$ cat src/rtl/fc_ctrl_pkg.sv
// Shared definitions for the serial fully-connected layer sequencer:
// state encoding and an address-width helper.
package fc_ctrl_pkg;

    localparam logic [2:0] ST_IDLE  = 3'd0;
    localparam logic [2:0] ST_LOAD  = 3'd1;
    localparam logic [2:0] ST_MAC   = 3'd2;
    localparam logic [2:0] ST_WRITE = 3'd3;
    localparam logic [2:0] ST_DONE  = 3'd4;

    typedef enum logic [2:0] {
        S_IDLE  = ST_IDLE,
        S_LOAD  = ST_LOAD,
        S_MAC   = ST_MAC,
        S_WRITE = ST_WRITE,
        S_DONE  = ST_DONE
    } state_e;

    // Ceiling log2, never less than one bit so a single-entry memory still has an address port.
    function automatic int clog2(input int value);
        int bits;
        bits = 1;
        while ((1 << bits) < value) begin
            bits = bits + 1;
        end
        return bits;
    endfunction

endpackage

$ cat src/rtl/mac_unit.sv
// Signed multiply-accumulate register: either loads bias + product or adds
// the product onto the running sum. Accumulation wraps in two's complement.
module mac_unit #(
    parameter int DATA_WIDTH = 8,
    parameter int ACC_WIDTH  = 32
) (
    input  logic                  clk,
    input  logic                  rst,
    input  logic                  load_bias,
    input  logic                  acc_en,
    input  logic [DATA_WIDTH-1:0] bias,
    input  logic [DATA_WIDTH-1:0] op_a,
    input  logic [DATA_WIDTH-1:0] op_b,
    output logic [ACC_WIDTH-1:0]  acc
);

    logic signed [2*DATA_WIDTH-1:0] prod;
    logic signed [ACC_WIDTH-1:0]    prod_ext;
    logic signed [ACC_WIDTH-1:0]    bias_ext;
    logic        [ACC_WIDTH-1:0]    acc_d;
    logic        [ACC_WIDTH-1:0]    acc_q;

    // Signed casts sign-extend (or truncate, for a narrow accumulator) to the accumulator width.
    assign prod     = $signed(op_a) * $signed(op_b);
    assign prod_ext = ACC_WIDTH'(prod);
    assign bias_ext = ACC_WIDTH'($signed(bias));

    always_comb begin
        acc_d = acc_q;
        if (acc_en) begin
            acc_d = load_bias ? (bias_ext + prod_ext) : (acc_q + prod_ext);
        end
    end

    always_ff @(posedge clk) begin
        if (rst) begin
            acc_q <= '0;
        end else begin
            acc_q <= acc_d;
        end
    end

    assign acc = acc_q;

endmodule

$ cat src/rtl/fc_seq_ctrl.sv
// Fully-connected layer sequencer: walks bias/input/weight SRAMs through one
// shared MAC and writes one result per output neuron, then pulses finish.
module fc_seq_ctrl
    import fc_ctrl_pkg::*;
#(
    parameter int DATA_WIDTH  = 8,
    parameter int ACC_WIDTH   = 32,
    parameter int NUM_INPUTS  = 48,
    parameter int NUM_OUTPUTS = 10,
    parameter bit RELU_EN     = 1'b0,
    localparam int IW = clog2(NUM_INPUTS),
    localparam int WW = clog2(NUM_INPUTS * NUM_OUTPUTS),
    localparam int BW = clog2(NUM_OUTPUTS)
) (
    input  logic                  clk,
    input  logic                  rst,
    input  logic                  start,
    output logic                  busy,
    output logic                  finish,
    output logic [IW-1:0]         in_addr,
    input  logic [DATA_WIDTH-1:0] in_rdata,
    output logic [WW-1:0]         w_addr,
    input  logic [DATA_WIDTH-1:0] w_rdata,
    output logic [BW-1:0]         b_addr,
    input  logic [DATA_WIDTH-1:0] b_rdata,
    output logic                  out_we,
    output logic [BW-1:0]         out_addr,
    output logic [ACC_WIDTH-1:0]  out_data
);

    state_e          state_q, state_d;
    logic [BW-1:0]   o_q, o_d;
    logic [IW-1:0]   i_q, i_d;
    logic [WW-1:0]   wbase_q, wbase_d;
    logic [IW-1:0]   i_next;
    logic            i_last;
    logic            load_bias;
    logic            acc_en;
    logic [ACC_WIDTH-1:0] acc;

    mac_unit #(
        .DATA_WIDTH(DATA_WIDTH),
        .ACC_WIDTH (ACC_WIDTH)
    ) u_mac (
        .clk      (clk),
        .rst      (rst),
        .load_bias(load_bias),
        .acc_en   (acc_en),
        .bias     (b_rdata),
        .op_a     (in_rdata),
        .op_b     (w_rdata),
        .acc      (acc)
    );

    // Prefetch index t+1 while accumulating index t; hold on the final input.
    assign i_last = (i_q == IW'(NUM_INPUTS - 1));
    assign i_next = i_last ? i_q : (i_q + 1'b1);

    always_comb begin
        state_d   = state_q;
        o_d       = o_q;
        i_d       = i_q;
        wbase_d   = wbase_q;
        busy      = (state_q != S_IDLE);
        finish    = 1'b0;
        in_addr   = '0;
        w_addr    = '0;
        b_addr    = '0;
        out_we    = 1'b0;
        out_addr  = '0;
        out_data  = '0;
        load_bias = 1'b0;
        acc_en    = 1'b0;
        case (state_q)
            S_IDLE: begin
                if (start) begin
                    state_d = S_LOAD;
                    o_d     = '0;
                    i_d     = '0;
                    wbase_d = '0;
                end
            end
            S_LOAD: begin
                b_addr  = o_q;
                w_addr  = wbase_q;
                i_d     = '0;
                state_d = S_MAC;
            end
            S_MAC: begin
                b_addr    = o_q;
                in_addr   = i_next;
                w_addr    = wbase_q + WW'(i_next);
                acc_en    = 1'b1;
                load_bias = (i_q == '0);
                if (i_last) begin
                    state_d = S_WRITE;
                end else begin
                    i_d = i_q + 1'b1;
                end
            end
            S_WRITE: begin
                b_addr   = o_q;
                in_addr  = IW'(NUM_INPUTS - 1);
                w_addr   = wbase_q + WW'(NUM_INPUTS - 1);
                out_we   = 1'b1;
                out_addr = o_q;
                out_data = (RELU_EN && acc[ACC_WIDTH-1]) ? '0 : acc;
                if (o_q == BW'(NUM_OUTPUTS - 1)) begin
                    state_d = S_DONE;
                end else begin
                    o_d     = o_q + 1'b1;
                    wbase_d = wbase_q + WW'(NUM_INPUTS);
                    state_d = S_LOAD;
                end
            end
            S_DONE: begin
                finish  = 1'b1;
                state_d = S_IDLE;
            end
            default: state_d = S_IDLE;
        endcase
    end

    always_ff @(posedge clk) begin
        if (rst) begin
            state_q <= S_IDLE;
            o_q     <= '0;
            i_q     <= '0;
            wbase_q <= '0;
        end else begin
            state_q <= state_d;
            o_q     <= o_d;
            i_q     <= i_d;
            wbase_q <= wbase_d;
        end
    end

endmodule

$ cat config.mk
export PLATFORM = sky130hd
export DESIGN_NAME = fc_seq_ctrl
export DESIGN_NICKNAME = d
export VERILOG_FILES = /design/src/rtl/fc_ctrl_pkg.sv /design/src/rtl/mac_unit.sv /design/src/rtl/fc_seq_ctrl.sv
export SDC_FILE = /design/constraint.sdc
export NUM_CORES = 1
export LEC_CHECK = 0
export ABC_AREA = 0
export BUFFER_PORTS_ARGS = -buffer_cell sky130_fd_sc_hd__clkbuf_2
export CAP_MARGIN = 0
export CORE_MARGIN = 2
export CORE_UTILIZATION = 55
export CTS_CLUSTER_DIAMETER = 100
export DETAILED_ROUTE_END_ITERATION = 12
export GPL_TIMING_DRIVEN = 0
export PLACE_DENSITY = 0.76
export SKIP_CTS_REPAIR_TIMING = 1
export SLEW_MARGIN = 20
export SYNTH_ARGS = -nofsm -noshare
export SYNTH_HDL_FRONTEND = slang
export SYNTH_SLANG_ARGS = --single-unit
$ cat constraint.sdc
create_clock -name clk -period 8.7 [get_ports clk]
set_input_delay 1.305 -clock clk [delete_from_list [all_inputs] [get_ports clk]]
set_output_delay 1.305 -clock clk [all_outputs]
set_load 0.005 [all_outputs]
==> results.yml, run 1 <==
floorplan:
  start_util_pct: 56.0
  die-area_mm2: 0.0150
  die_x_um: 123
  core_area_mm2: 0.0138
  row_count: 43
  io_pins: 85
  fp.dieH_um: 123
drt:
  drt_iter0_markers: 417
  route.detailed.drc: 0
  wl_per_cell_um: 15.5
  antenna_left: 0
  routed_via_density: 5.72
  dr_total_vias: 7127
  totalWireLength_mm: 19.2
  firstDrtPassIters: 5
global_route:
  use_met1_pct: 37.9
  grt.busiest_layer: "met2"
  grt_pass1_wl_mm: 30.8
  antenna_found_initial: 0
  grt_pass1_vias: 6323
  track_usage_pct: 25.6
  overflow: 0
  grt_max_degree: 16
  grtUsageMet2_pct: 39.7
  met3_usage_pct: 3.21
finish:
  final_common_cell: "inv_1"
  finish.utilization_pct: 61.8
  fin_cells: 1245
  stdcell_area_mm2: 0.00855
  fillers: 1268
  nNetsFinal: 1233
  num_antenna_cells: 0
  final_layout_size_suffix_gt1_share_pct: 13.5
  layout_common_cells: "110 x inv_1, 85 x nor2_1, 84 x ha_1, 84 x clkbuf_2, 70 x a21oi_1"
  area_delta_synth_final_pct: 10.4
sta:
  rsz0062_at_grt: "false"
  hold_viol: 0
  fin_hold_ws_ns: 0.514
  setup_viol: 0
  period_share_pct: 87.1
  fmax_mhz: 132
  slew_viol_final: 0
  maxSlewHeadroom_pct: 42.1
  worstMarginPinSlew_ns: 0.869
  period_needed_ns: 7.58
  finalClockSkew_ns: 0.00892
hold_path:
  min-delay-start: "u_mac.acc[2]"
  hold_class: "reg2reg"
yosys:
  yosys_warnings: 0
  synth.distinct_cells: 70
  synthesis.nets: 1141
  syn_inst: 973
  seq_area_frac_synth_pct: 12.9
  syn_avg_cell_area_um2: 7.96
  synth-edff-count: 0
  synth_area_mm2: 0.00774
  synth_ff_type: "dfxtp_1"
  synthArstFlopShare_pct: 0
  yosys_register_bits: 50
worst_setup_path:
  worstSetupPathType: "in2reg"
  start_kind: "input port"
  critPathArrivalTime_ns: 7.74
  r2r_start: "u_mac.acc[0]"
  end_kind: "flip-flop"
  cp_data_required_time_ns: 8.86
  critical_path.max_fanout: 14
  cp-startpoint: "w_rdata[4]"
placement:
  io_buffer_count: 84
  place.gp.congestion: 0.943
  dpl.cell_count: 1238
  hpwl_mm: 15.4
  place_area_mm2: 0.00841
cts:
  clk_pin_slew_ns: 0.07
  clock_sinks: 50
  cts_tree: "built"
  cts_root_buf: "clkbuf_16"
  clkLatencyLatePin_ns: 0.30
  htreeDepth: 2
  cts_buffer_depth: 2
  cts_buffers: 5
run_status:
  run_status: "finished, final reports clean"
job:
  cap_violations: 0
final timing paths:
path | to | slack, ns | depth (start not counted)
worst max register to register | u_mac.acc[28] | 5.80 | 11
worst min register to register | u_mac.acc[2] | 0.51 | 2
worst max-delay path | u_mac.acc[28] | 1.12 | 26
worst min-delay path | u_mac.acc[2] | 0.51 | 2
layout make-up:
type	count	area [um2]	share of cell area, %
multi-input cells	777	6170	72.2
flip-flops and latches	50	1000	11.7
repair buffers	85	432	5.05
inverters	110	413	4.83
well taps	180	225	2.64
plain buffers	36	168	1.96
clock buffers	5	125	1.46
clock inverters	2	15.0	0.176
state kept, by name (all words and copies together), names as in the netlist:
register	count
i_q	6
o_q	4
u_mac.acc	32
state_q	3
wbase_q	5
Yosys cell counts (11+ instances only):
library cell	n	share of area, %
ha_1	84	14
and2_1	51	4.1
o211ai_1	11	1.1
nand3_1	16	1.0
o21ai_0	17	1.1
nand2b_1	11	0.89
nor2b_1	12	0.97
dfxtp_1	50	13
a21oi_1	70	4.5
a211oi_1	19	1.8
inv_1	110	5.3
xnor2_1	48	5.4
a21oi_2	11	1.2
xor2_1	15	1.7
a21o_1	23	2.2
and3_1	43	3.5
nand2_1	60	2.9
nor3_1	25	1.6
clkbuf_1	25	1.2
nor2_1	85	4.1
fa_1	57	15
critical path, cell delays in order:
cell      delay [ns]
clkbuf_2        0.15
and2_1          0.20
fa_1            0.65
inv_1           0.16
fa_1            0.55
inv_1           0.06
fa_1            0.52
inv_1           0.05
fa_1            0.52
inv_1           0.04
ha_1            0.34
and3_1          0.21
a21oi_1         0.19
a31oi_1         0.17
xnor2_2         0.39
buf_6           0.25
ha_1            0.33
and3_1          0.26
and3_1          0.21
a22o_1          0.20
a211o_1         0.31
nand2_1         0.12
o21ai_2         0.10
o31ai_4         0.18
xor2_1          0.16
o211ai_1        0.11
metal layers:
layer	vias to the layer above	part of all wire, %
met5	-	0
met1	3371	48
met3	34	5.7
li1	3523	-
met4	0	2.0
met2	199	45
stage by stage:
stage | setup TNS (ns) | worst slack, ns
3_3_place_gp | -0.887 | -0.175
2_1_floorplan | 0 | 1.12
5_1_grt | 0 | 0.798
4_1_cts | 0 | 1.13
6_report | 0 | 1.12
3_5_place_dp | 0 | 0.833
logic make-up (layout without fill, tap and decap cells):
group,after synthesis,after routing,share of synthesized area [%]
compound gates,225,225,20.2
xor+xnor,63,63,7.13
fa+ha+maj,141,141,28.3
buf+inv,146,238,7.50
flops,50,50,12.9
mux,5,5,0.663
other cells,1,1,0.0484
simple gates,342,342,23.2
Power of run 1 is not shown: default switching activity piles up to over one toggle a cycle in this logic, so the estimate is an artifact.
==> run 2, diff against run 1 <==
--- a/config.mk
+++ b/config.mk
@@ -6,7 +6,7 @@
 export NUM_CORES = 1
 export LEC_CHECK = 0
 export ABC_AREA = 0
-export BUFFER_PORTS_ARGS = -buffer_cell sky130_fd_sc_hd__clkbuf_2
+export BUFFER_PORTS_ARGS = -buffer_cell sky130_fd_sc_hd__buf_2
 export CAP_MARGIN = 0
 export CORE_MARGIN = 2
 export CORE_UTILIZATION = 55
==> results.yml, run 2 (synthesis gave the netlist of run 1 again) <==
cts:
  cts_buffers: 5
  clkLatencyLatePin_ns: 0.31
  cts_tree: "built"
  clock_sinks: 50
  cts_buffer_depth: 2
  cts_root_buf: "clkbuf_16"
  clk_pin_slew_ns: 0.08
  htreeDepth: 2
finish:
  largest_reg_flops: 32
  layout_common_cells: "110 x inv_1, 91 x buf_2, 85 x nor2_1"
  final_layout_size_suffix_gt1_share_pct: 13.6
  num_antenna_cells: 0
  nNetsFinal: 1233
  stdcell_area_mm2: 0.00858
  final_common_cell: "inv_1"
  area_delta_synth_final_pct: 10.9
worst_setup_path:
  cp_data_required_time_ns: 8.93
  end_kind: "flip-flop"
  critPathArrivalTime_ns: 7.80
  start_kind: "input port"
  worstSetupPathType: "in2reg"
  critical_path.max_fanout: 14
  r2r_cells: 10
floorplan:
  core_area_mm2: 0.0138
  fp.dieH_um: 123
  die_x_um: 123
  start_util_pct: 56.0
  io_pins: 85
  die-area_mm2: 0.0150
  row_count: 43
hold_path:
  whs_path_depth: 2
  hold_class: "reg2reg"
placement:
  io_buffer_count: 84
  hpwl_mm: 15.2
  place_area_mm2: 0.00841
  place.gp.congestion: 0.935
job:
  cap_violations: 0
drt:
  totalWireLength_mm: 19.2
  dr_total_vias: 7113
  route.detailed.drc: 0
  firstDrtPassIters: 5
  drt_iter0_markers: 514
  wl_per_cell_um: 15.4
  routed_via_density: 5.71
  antenna_left: 0
global_route:
  grt_pass1_vias: 6362
  grt_pass1_wl_mm: 30.7
  antenna_found_initial: 0
  track_usage_pct: 25.5
  overflow: 0
  grt_max_degree: 17
sta:
  rsz0062_at_grt: "false"
  setup_viol: 0
  maxSlewHeadroom_pct: 44.4
  slew_viol_final: 0
  finalClockSkew_ns: 0.0113
  fmax_mhz: 132
  period_share_pct: 87.0
  hold_viol: 0
  worstMarginPinSlew_ns: 0.834
  period_needed_ns: 7.56
  fin_hold_ws_ns: 0.494
run_status:
  run_status: "finished, final reports clean"
==> run 2: cell count changes in the layout (fill, tap and decap cells not counted), sizes merged <==
cell / change
clkbuf: -83
inv: +1
clkinvlp: -2
buf: +84
bufinv: +1
==> run 2: layout make-up <==
cell class	instances	area (um2)
Clock buffer	6	139
Fill cell	1251	5240
Sequential cell	50	1000
Tap cell	180	225
Multi-Input combinational cell	777	6170
Buffer	36	168
Inverter	110	413
Timing Repair Buffer	85	432
Clock inverter	2	38.8
==> run 2: worst paths after layout <==
kind | start | endpoint | slack, ns
setup / recovery | w_rdata[3] | u_mac.acc[24] | 1.14
setup reg to reg | u_mac.acc[0] | u_mac.acc[24] | 5.80
hold reg to reg | u_mac.acc[2] | u_mac.acc[2] | 0.49
hold / removal | u_mac.acc[2] | u_mac.acc[2] | 0.49
==> run 2: metrics by stage <==
step / TNS [ns] / worst slack (ns) / std cells / util, %
CTS: 0 / 1.18 / 1246 / 62.1
floorplan: 0 / 1.12 / 973 / -
global route: 0 / 0.832 / 1246 / 62.1
finish: 0 / 1.14 / 1246 / 62.1
detailed placement: 0 / 0.877 / 1238 / 60.8
global placement: -0.764 / -0.160 / 1237 / 60.7
==> run 2: routing by layer <==
metal / vias up / global-route usage, % / part of all wire [%] / wire length (um)
li1: 3529 / - / - / -
met1: 3355 / 37.7 / 48 / 9240
met2: 203 / 39.8 / 45 / 8660
met3: 26 / 2.74 / 5.2 / 1000
met4: 0 / 5.75 / 1.4 / 259
met5: - / 0 / 0 / 0
==> run 2: critical path, cell delays in order <==
cell and delay, ns:
buf_2 0.15, and2_1 0.21, fa_1 0.62, inv_1 0.15
fa_1 0.55, inv_1 0.06, fa_1 0.52, inv_1 0.05
fa_1 0.52, inv_1 0.04, ha_1 0.33, and3_1 0.20
a21oi_1 0.21, a31oi_1 0.17, xnor2_2 0.41, buf_6 0.25
ha_1 0.32, and3_1 0.26, and3_1 0.21, a22o_1 0.20
a211o_1 0.31, a41o_1 0.25, xor2_1 0.21, a21oi_1 0.10
nor3_1 0.17
Power of run 2 is left out for the same reason.
==> run 3, diff against run 2 <==
--- a/config.mk
+++ b/config.mk
@@ -5,7 +5,7 @@
 export SDC_FILE = /design/constraint.sdc
 export NUM_CORES = 1
 export LEC_CHECK = 0
-export ABC_AREA = 0
+export ABC_AREA = 1
 export BUFFER_PORTS_ARGS = -buffer_cell sky130_fd_sc_hd__buf_2
 export CAP_MARGIN = 0
 export CORE_MARGIN = 2
@@ -13,7 +13,7 @@
 export CTS_CLUSTER_DIAMETER = 100
 export DETAILED_ROUTE_END_ITERATION = 12
 export GPL_TIMING_DRIVEN = 0
-export PLACE_DENSITY = 0.76
+export PLACE_DENSITY = 0.75
 export SKIP_CTS_REPAIR_TIMING = 1
 export SLEW_MARGIN = 20
 export SYNTH_ARGS = -nofsm -noshare
==> results.yml, run 3 <==
finish:
  fillers: 1517
  num_antenna_cells: 0
  largest_reg_flops: 32
  nNetsFinal: 1601
  stdcell_area_mm2: 0.00921
  layout_common_cells: "305 x nand2_1, 289 x inv_1, 146 x nor2_1"
  final_common_cell: "nand2_1"
  final_layout_size_suffix_gt1_share_pct: 9.41
  multi_input_area_mm2: 0.00614
  seqCellArea_mm2: 0.00100
  area_delta_synth_final_pct: 8.91
worst_setup_path:
  critical_path.max_fanout: 19
  critPathArrivalTime_ns: 7.70
  cp_data_required_time_ns: 8.94
  start_kind: "input port"
  end_kind: "flip-flop"
  critPathMaxStageDelay_ns: 0.61
  cp_slowest_cell: "fa_1"
  worstSetupPathType: "in2reg"
cts:
  clkLatencyLatePin_ns: 0.30
  clk_pin_slew_ns: 0.08
  cts_tree: "built"
  htreeDepth: 2
  clock_sinks: 50
  cts_buffers: 5
  cts_buffer_depth: 2
  cts_root_buf: "clkbuf_16"
placement:
  io_buffer_count: 69
  place_area_mm2: 0.00904
  place_ws_ns: 1.03
  place.gp.congestion: 0.956
  hpwl_mm: 18.1
sta:
  worstMarginPinSlew_ns: 0.822
  maxSlewHeadroom_pct: 45.2
  slew_viol_final: 0
  period_needed_ns: 7.46
  hold_viol: 0
  setup-tns-final_ns: 0
  period_share_pct: 85.8
  setup_viol: 0
  rsz0062_at_grt: "false"
  finalClockSkew_ns: 0.00653
  fin_ws_ns: 1.24
  fmax_mhz: 134
floorplan:
  die-area_mm2: 0.0164
  core_area_mm2: 0.0151
  row_count: 45
  fp.dieH_um: 128
  io_pins: 85
  die_x_um: 128
  start_util_pct: 56.0
power_and_ir_drop:
  p_per_area_mw_per_mm2: 421
  pwr-share-seq_pct: 7.5
  swShare_pct: 60.6
  p_clk_share_pct: 6.2
  leakagePower_uw: 0.00511
  total_power_uw: 3880
  p_int_uw: 1530
  p_sw_uw: 2350
  combinationalPowerShare_pct: 86.3
  peakVddDrop_mv: 0.246
yosys:
  yosys_register_bits: 50
  synthArstFlopShare_pct: 0
  synth_ff_type: "dfxtp_1"
  syn_avg_cell_area_um2: 6.23
  synth.distinct_cells: 44
  synth_top_area_share_pct: 13.5
  synth-edff-count: 0
  yosysMostFrequentCell: "nand2_1"
  seq_area_frac_synth_pct: 11.8
  syn_inst: 1357
  synth_area_mm2: 0.00846
  synthesis.nets: 1525
  synth_top_area_cell: "nand2_1"
  synth.area.top_cells: "nand2_1 14%, fa_1 13%, inv_1 13%"
  ys_top_cells_by_count: "305 x nand2_1, 289 x inv_1, 146 x nor2_1, 102 x a21oi_1, 90 x nand3_1"
  yosys_warnings: 0
run_status:
  run_status: "finished, final reports clean"
global_route:
  grt_pass1_vias: 7742
  antenna_found_initial: 0
  grt_max_degree: 20
  grt_pass1_wl_mm: 37.0
  track_usage_pct: 27.7
  overflow: 0
drt:
  route.detailed.drc: 0
  drt_iter0_markers: 553
  routed_via_density: 5.24
  antenna_left: 0
  totalWireLength_mm: 21.9
  firstDrtPassIters: 5
  dr_total_vias: 8506
  wl_per_cell_um: 13.5
job:
  cap_violations: 0
hold_path:
  hold_class: "reg2reg"
==> run 3: metal layers <==
| layer | part of all wire (%) | GRT usage, % | vias to the layer above |
|---|---|---|---|
| li1 | - | - | 4386 |
| met1 | 49 | 40.6 | 3818 |
| met2 | 43 | 44.5 | 276 |
| met3 | 6.8 | 3.55 | 26 |
| met4 | 1.1 | 4.52 | 0 |
| met5 | 0 | 0 | - |
==> run 3: cell families after synthesis <==
family          Yosys count  synth area share (%)
flops                    50                  11.8
compound gates          217                  14.9
buf+inv                 334                  15.5
fa+ha+maj               141                  25.9
other cells               1                0.0443
simple gates            599                  30.2
xor+xnor                 15                  1.55
==> run 3: cell type report <==
| class | count | share of cell area, % |
|---|---|---|
| tap | 188 | 2.55 |
| multi-input combinational | 973 | 66.7 |
| sequential | 50 | 10.9 |
| buffer | 37 | 2.11 |
| clock buffer | 5 | 1.36 |
| inverter | 297 | 12.1 |
| timing repair buffer | 69 | 3.75 |
| clock inverter | 3 | 0.516 |
==> run 3: final timing paths <==
path	start	end	slack, ns	cells past startpoint
hold reg to reg	u_mac.acc[0]	u_mac.acc[0]	0.50	2
setup reg to reg	u_mac.acc[0]	u_mac.acc[24]	6.37	11
setup / recovery	w_rdata[2]	u_mac.acc[30]	1.24	30
hold / removal	u_mac.acc[0]	u_mac.acc[0]	0.50	2
==> run 3: power by group through the flow <==
stage               Clock (uW)  Sequential (uW)  Combinational [uW]
floorplan                    0              286                2580
global placement             0              293                3250
detailed placement           0              294                3280
CTS                        245              289                3300
global route               255              294                3820
finish                     242              289                3350
==> run 3: metrics by stage <==
step	hold slack, ns	utilization, %	instances
after floorplan	0.468	-	1357
final	0.496	61.0	1622
after global placement	0.478	59.9	1614
after global routing	0.538	61.0	1622
after detailed placement	0.487	59.9	1614
after CTS	0.498	61.0	1622
==> run 3: critical path, delay by kind of cell <==
family | cells | cell delay [ns]
AND/OR/NAND/NOR | 14 | 1.98
buffers and inverters | 7 | 0.66
AO/OA/AOI/OAI | 3 | 0.58
adder cells (fa/ha/maj) | 6 | 3.13
(Power assumes the default switching activity.)
